[config.mk]
export PLATFORM = sky130hd
export DESIGN_NAME = xor_check_monitor
export DESIGN_NICKNAME = d
export VERILOG_FILES = /design/src/rtl/xor_check_pkg.sv /design/src/rtl/sat_counter.sv /design/src/rtl/xor_check_monitor.sv
export SDC_FILE = /design/constraint.sdc
export NUM_CORES = 1
export LEC_CHECK = 0
export CORE_MARGIN = 3
export CORE_UTILIZATION = 43
export DETAILED_ROUTE_END_ITERATION = 16
export PLACE_DENSITY = 0.76
export REMOVE_ABC_BUFFERS = 1
export SLEW_MARGIN = 10
export SYNTH_ARGS = -nofsm -noshare
export SYNTH_HDL_FRONTEND = slang
export SYNTH_SLANG_ARGS = --single-unit
export TNS_END_PERCENT = 30
[constraint.sdc]
create_clock -name clk -period 1.4 [get_ports clk]
set_input_delay 0.28 -clock clk [delete_from_list [all_inputs] [get_ports clk]]
set_output_delay 0.28 -clock clk [all_outputs]
set_load 0.005 [all_outputs]
[src/rtl/xor_check_pkg.sv]
// Shared types and constants for the XOR gate check monitor.
package xor_check_pkg;

  typedef enum logic [1:0] {
    IDLE = 2'd0,
    RUN  = 2'd1,
    DONE = 2'd2
  } state_e;

  localparam int FAIL_VEC_W = 4;

endpackage

[src/rtl/sat_counter.sv]
// Up-counter with synchronous clear and enable that sticks at its maximum value.
module sat_counter #(
  parameter int W = 8
) (
  input  logic         clk_i,
  input  logic         rst_i,
  input  logic         clr_i,
  input  logic         en_i,
  output logic [W-1:0] count_o
);

  logic [W-1:0] count_q, count_d;

  always_comb begin
    count_d = count_q;
    if (clr_i) begin
      count_d = '0;
    end else if (en_i && (count_q != '1)) begin
      count_d = count_q + 1'b1;
    end
  end

  always_ff @(posedge clk_i) begin
    if (rst_i) begin
      count_q <= '0;
    end else begin
      count_q <= count_d;
    end
  end

  assign count_o = count_q;

endmodule

[src/rtl/xor_check_monitor.sv]
// Compares a gate under test against a golden gate over a session of samples,
// tallying pass/fail, recording the first failure and tracking input coverage.
module xor_check_monitor
  import xor_check_pkg::*;
#(
  parameter int CNT_W     = 8,
  parameter int NUM_TESTS = 4
) (
  input  logic                  clk,
  input  logic                  rst,
  input  logic                  start,
  input  logic                  sample_valid,
  input  logic                  in_a,
  input  logic                  in_b,
  input  logic                  dut_out,
  input  logic                  ref_out,
  output logic                  busy,
  output logic                  done,
  output logic [CNT_W-1:0]      test_count,
  output logic [CNT_W-1:0]      pass_count,
  output logic [CNT_W-1:0]      fail_count,
  output logic                  error,
  output logic [FAIL_VEC_W-1:0] first_fail_vec,
  output logic [CNT_W-1:0]      first_fail_idx,
  output logic [3:0]            coverage,
  output logic                  cover_all
);

  localparam logic [CNT_W-1:0] LAST_IDX = CNT_W'(NUM_TESTS - 1);

  state_e                  state_q, state_d;
  logic                    error_q, error_d;
  logic [FAIL_VEC_W-1:0]   failVec_q, failVec_d;
  logic [CNT_W-1:0]        failIdx_q, failIdx_d;
  logic [3:0]              cov_q, cov_d;
  logic                    accept;
  logic                    mismatch;

  assign accept   = (state_q == RUN) && sample_valid && !start;
  // Case-inequality so that an X or Z on either gate output is a failure.
  assign mismatch = (dut_out !== ref_out);

  always_comb begin
    state_d   = state_q;
    error_d   = error_q;
    failVec_d = failVec_q;
    failIdx_d = failIdx_q;
    cov_d     = cov_q;
    if (start) begin
      state_d   = RUN;
      error_d   = 1'b0;
      failVec_d = '0;
      failIdx_d = '0;
      cov_d     = '0;
    end else if (accept) begin
      cov_d[{in_a, in_b}] = 1'b1;
      if (mismatch && !error_q) begin
        error_d   = 1'b1;
        failVec_d = {in_a, in_b, dut_out, ref_out};
        failIdx_d = test_count;
      end
      if (test_count == LAST_IDX) begin
        state_d = DONE;
      end
    end
  end

  always_ff @(posedge clk) begin
    if (rst) begin
      state_q   <= IDLE;
      error_q   <= 1'b0;
      failVec_q <= '0;
      failIdx_q <= '0;
      cov_q     <= '0;
    end else begin
      state_q   <= state_d;
      error_q   <= error_d;
      failVec_q <= failVec_d;
      failIdx_q <= failIdx_d;
      cov_q     <= cov_d;
    end
  end

  sat_counter #(.W(CNT_W)) u_test_cnt (
    .clk_i(clk), .rst_i(rst), .clr_i(start), .en_i(accept), .count_o(test_count)
  );

  sat_counter #(.W(CNT_W)) u_pass_cnt (
    .clk_i(clk), .rst_i(rst), .clr_i(start), .en_i(accept && !mismatch), .count_o(pass_count)
  );

  sat_counter #(.W(CNT_W)) u_fail_cnt (
    .clk_i(clk), .rst_i(rst), .clr_i(start), .en_i(accept && mismatch), .count_o(fail_count)
  );

  assign busy           = (state_q == RUN);
  assign done           = (state_q == DONE);
  assign error          = error_q;
  assign first_fail_vec = failVec_q;
  assign first_fail_idx = failIdx_q;
  assign coverage       = cov_q;
  assign cover_all      = &cov_q;

endmodule

Word-level counts from Yosys, hierarchy flattened
Index checks and enable logic that the tools add are counted.
W data, S select, Z words.

word-level totals
  flip-flop bits (word level) = 43
  input bits = 8

cells by class
  reductions and logical operators = 19
  equal/unequal tests = 7
  add/subtract/negate cells = 3
  magnitude comparators = 2
  bitwise operators = 1
  multiplexer cells = 5

operators by type and width
  operator               number
  $add A8 B1 Y8 const B  3
  $ne A8 B8 Y1 const B   3
  $logic_and A1 B1 Y1    9
  $eq A8 B2 Y1 const B   1
  $reduce_and A2 Y1      3
  $mux W1                4
  $or A4 B4 Y4           1
  $reduce_and A4 Y1      1
  $reduce_bool A2 Y1     2
  $logic_not A1 Y1       3
  $lt A2 B3 Y1 const B   1
  $demux W1 S2           1
  $eq A2 B1 Y1 const B   1
  $eq A2 B2 Y1 const B   1
  $ge A2 B1 Y1 const B   1
  $reduce_or A2 Y1       1
  $nex A1 B1 Y1          1

Longest topological paths before layout
Gate-level depths: netlist of the first run.

  depth in word-level cells = 5
  gate-level depth with buffers = 5

Hierarchy
A second synthesis of the first run with hierarchy kept.

second synthesis, totals
  cells, all modules = 232
  area total of the unflattened synthesis = 2155.8 µm²

by module, submodules not included
  module             cells an instance  times used  area each (µm²)
  sat_counter        47                 3           435.4
  xor_check_monitor  91                 1           849.6

Worst setup path before layout of the first run
Ideal clock, no wire load.

  path type = reg2reg
  start = register u_pass_cnt.count_q[0] (netlist: u_pass_cnt.count_o[0])
  end = register u_pass_cnt.count_q[1] (netlist: u_pass_cnt.count_o[1])
  data required time = 1.272 ns
  clock period less this slack = 1.483 ns
  stages on the path, launching flop included = 6
  path slack = -0.083 ns
  data arrival time = 1.355 ns
  cells stage by stage = dfxtp_1 > ha_1 > nand4_1 > o211ai_4 > mux2i_1 > nor2_1

on the way
  cells in the longest elaborated chain, start to end = 2
  elaborated cells on any way between the ends = 3
  those cells by class = add/sub: 1; eq/ne: 1; reduce/logical: 1

RTL lines
  item                                                   line               source
  start, declared                                        sat_counter.sv:12  logic [W-1:0] count_q, count_d;
  start signal, assigned                                 sat_counter.sv:27  count_q <= count_d;
  branches (longest 2 deep; another with $add A8 B1 Y8)  -

Several ways; the timed one is not identified.
A chain may end at the register's enable or synchronous reset.

Worst setup path after layout of the first run
  start = register state_q[1]
  end = register failIdx_q[7] (netlist: first_fail_idx[7])

on the way
  cells in the longest elaborated chain, start to end = 4

RTL lines
  item                               line                     source
  start, declared                    xor_check_monitor.sv:31  state_e state_q, state_d;
  start signal, assigned             xor_check_monitor.sv:76  state_q <= state_d;
  $eq A2 B1 Y1                       xor_check_monitor.sv:39  assign accept = (state_q == RUN) && sample_valid && !start;
  $logic_and A1 B1 Y1 (2 in series)  xor_check_monitor.sv:39
  $reduce_and A2 Y1 (no line)        -
  end signal, assigned               xor_check_monitor.sv:79  failIdx_q <= failIdx_d;
  end, declared                      xor_check_monitor.sv:34  logic [CNT_W-1:0] failIdx_q, failIdx_d;

No other way between the ends.

==> flow_summary.yaml, run 1 <==
worst_setup_path:
  r2r_end: "first_fail_idx[7]"
  required_ps: 1590
  crit_fanout: 7
  end_kind: "flop"
  reg2reg_depth: 5
  r2r_slack_ps: -160
  crit_type: "flop to flop"
  critPathLaunch: "state_q[1]"
  cp_slowest_cell: "dfxtp_2"
  arrival_ps: 1750
  critical_path.cell_chain: "nand4bb_4 > nor3_4 > buf_12 > mux2i_2 > nor2_1"
  start_kind: "flop"
  crit-reg2reg-launch: "state_q[1]"
  cp_slowest_stage_delay_ps: 350
  cp-endpoint: "first_fail_idx[7]"
cts:
  insertion_delay_ps: 300
  htree_levels: 2
  holdBufCountCts: 0
  cts.reportedPaths.clkPinSlew_ps: 80
  clock_path_buffers: 2
  cts_tree: "done"
  cts_inserted_buffers: 5
  cts_root_buf: "clkbuf_8"
  cts.sinks: 43
yosys:
  synth_area_leader_cell: "dfxtp_1"
  syn_inst: 210
  ys_warn_count: 0
  syn_avg_cell_area_sq_um: 9.24
  synth_cell_types: 41
  netlist_area_sq_um: 1940
  synth_seq_area_share_pct: 44.4
  synth_seq_cells: 43
  yosys.area.top_type_share_pct: 44.4
  ys_top_cells_by_area: "dfxtp_1 44%, mux2i_1 7.7%, nor2_1 6.8%"
detailed_routing:
  num_vias: 2078
  drt-total-wl_mm: 6.45
  antenna_left: 0
  wl_per_cell_um: 17.7
  drtPass1Iterations: 4
  first_iter_violations: 108
  drt-vias-per-instance: 5.71
  drc: 0
placed_design:
  gp_congestion: 0.842
  preCtsSetupSlack_ps: -639
  dpl.hpwl_mm: 3.64
  io_buffers: 51
layout:
  syn_to_final_growth_pct: 69.2
  num_antenna_cells: 0
  nets: 324
  drive_gt1_share_pct: 40.8
global_route:
  grt_usage_pct: 24.3
  antenna_found_initial: 0
  grt_pass1_vias: 2063
  grt_remaining_overflow: 0
  grt_max_degree: 13
  grt_pass1_wl_mm: 10.0
sta:
  fin_crit_sh_pct: 111
  rsz0062_at_grt: "true"
  fin_worst_skew_ps: 4.33
  fin_crit_ps: 1560
  fin_ws_ps: -159
  finalSetupViolCount: 32
  finalMaxSlewViolations: 0
  hold_viol_final: 0
  fin_hold_ws_ps: 437
  clock.fmax_mhz: 641
  slew-limit-headroom_pct: 64.4
  worstMarginPinSlew_ps: 533
floorplanning:
  die_x_um: 73.2
  core-area_sq_um: 4170
  row_count: 23
  die_area_sq_um: 5350
  io_pins: 52
  die_h_um: 73.2
  start_util_pct: 46.5
power_and_ir_drop:
  power.total_mw: 2.33
  power_density_nw_per_um2: 711
  power.leakage_nw: 1.46
  ir_worst_vdd_mv: 0.587
job:
  cap_violations: 0
run_status:
  status: "finished with violations"
  violations: "setup timing"
min_path:
  holdCritStartpoint: "start"
  hold_class: "input port to flop"
cell families (layout without fill, tap and decap cells):
group,Yosys count,count (layout),synth area share [%]
compound gates,36,36,12.8
buf+inv,13,116,3.74
xor+xnor,7,7,4.13
mux,15,15,7.74
fa+ha+maj,3,3,1.94
flops,43,43,44.4
simple gates,93,94,25.2
stage by stage:
step           TNS (ps)  cells  area [sq um]  utilization [%]
2_1_floorplan     -2790    201          1880                -
3_3_place_gp     -18530    344          2780             66.7
3_5_place_dp     -19990    344          2780             66.7
4_1_cts            -892    361          3150             75.4
5_1_grt           -4790    364          3280             78.7
6_report          -2690    364          3280             78.7
where the power goes:
part | leakage [nW] | internal [mW] | switching (mW)
logic | 1.05 | 0.112 | 0.123
clock network | 0.0515 | 0.451 | 0.430
registers | 0.365 | 1.21 | 0.00743
sequential cells by signal, indices dropped and copies added, names as in the netlist:
name and flops:
first_fail_idx 8, u_fail_cnt.count_o 8, u_pass_cnt.count_o 8, first_fail_vec 4, error 1, state_q 2
coverage 4, u_test_cnt.count_o 8
final cells by class:
| class | instances | area (sq um) |
|---|---|---|
| multi-input cells | 155 | 1270 |
| fillers | 272 | 891 |
| well taps | 50 | 62.6 |
| clock buffers | 8 | 100 |
| repair buffers | 104 | 915 |
| inverters | 4 | 15.0 |
| flip-flops and latches | 43 | 923 |
per-layer routing:
layer / vias up / global-route usage (%) / routed length (um)
li1: 971 / - / -
met1: 1009 / 30.2 / 2600
met2: 87 / 40.5 / 3400
met3: 11 / 5.23 / 352
met4: 0 / 9.84 / 103
met5: - / 0 / 0
synth_stat cells:
| master | number |
|---|---|
| nand4bb_4 | 1 |
| nor3_1 | 5 |
| and3_1 | 2 |
| clkbuf_1 | 5 |
| or4_1 | 1 |
| o31ai_1 | 1 |
| nor4b_1 | 1 |
| o211ai_4 | 1 |
| buf_2 | 1 |
| nor2b_1 | 3 |
| a311oi_1 | 1 |
| o21a_1 | 1 |
| and4_1 | 1 |
| inv_1 | 4 |
| xnor2_4 | 1 |
| nand3b_1 | 1 |
| o2111ai_1 | 2 |
| nor2_1 | 35 |
| mux2i_1 | 15 |
| nand3_1 | 13 |
| or2_2 | 1 |
| nand2_1 | 11 |
| buf_8 | 1 |
| dfxtp_1 | 43 |
| o311ai_2 | 1 |
| a21oi_1 | 8 |
| ha_1 | 3 |
| o211a_1 | 2 |
| xor2_1 | 6 |
| nor4_1 | 8 |
| buf_4 | 1 |
| or3_1 | 2 |
| buf_6 | 1 |
| and2_1 | 1 |
| nor3_4 | 1 |
| and4bb_2 | 1 |
| nand4_1 | 5 |
| o211ai_1 | 1 |
| o21ai_0 | 10 |
| a211oi_1 | 2 |
| a31oi_1 | 6 |
what timing repair did:
action / 4_1_cts / 5_1_grt
pin swaps: 15 / 18
setup buffers: 7 / 4
endpoints found under the hold margin: 0 / 0
endpoints found under the setup margin: 82 / 43
resized for setup: 119 / 30
gates cloned: 2 / 0
critical path: cells and delay by family (launching register included):
kind	cells	cell delay, ps
buffers and inverters	1	180
DFF	1	350
muxes	1	210
and+or+nand+nor	3	700
cells in the final DEF (no fill, tap or decap), types with 3 or more instances in the layout:
master / n
dlygate4sd2_1: 43
buf_4: 42
nor2_1: 34
dfxtp_2: 23
nand3_1: 13
mux2i_1: 13
dfxtp_1: 11
nand2_1: 10
dfxtp_4: 9
buf_6: 8
clkbuf_8: 7
o21ai_0: 6
a31oi_1: 6
a21oi_1: 6
nor4_4: 6
nand4_1: 5
nor3_1: 4
xor2_1: 4
inv_1: 4
nor2b_1: 3
o21ai_2: 3
clkdlybuf4s50_1: 3
buf_12: 3
how the worst min path moves through the flow:
stage,end,cells after the start
after floorplan,state_q[0],1
after global placement,first_fail_vec[1],2
after detailed placement,coverage[1],2
after CTS,state_q[0],3
after global routing,state_q[0],3
final,state_q[0],3
Note: power is estimated with default switching activity, not from simulation.
==> run 2, diff against run 1 <==
--- a/config.mk
+++ b/config.mk
@@ -8,6 +8,7 @@
 export CORE_MARGIN = 3
 export CORE_UTILIZATION = 43
 export DETAILED_ROUTE_END_ITERATION = 16
+export GPL_ROUTABILITY_DRIVEN = 0
 export PLACE_DENSITY = 0.76
 export REMOVE_ABC_BUFFERS = 1
 export SLEW_MARGIN = 10
==> results of run 2 <==
Same layout as run 1: the final DEF is identical, and so are final timing and power.
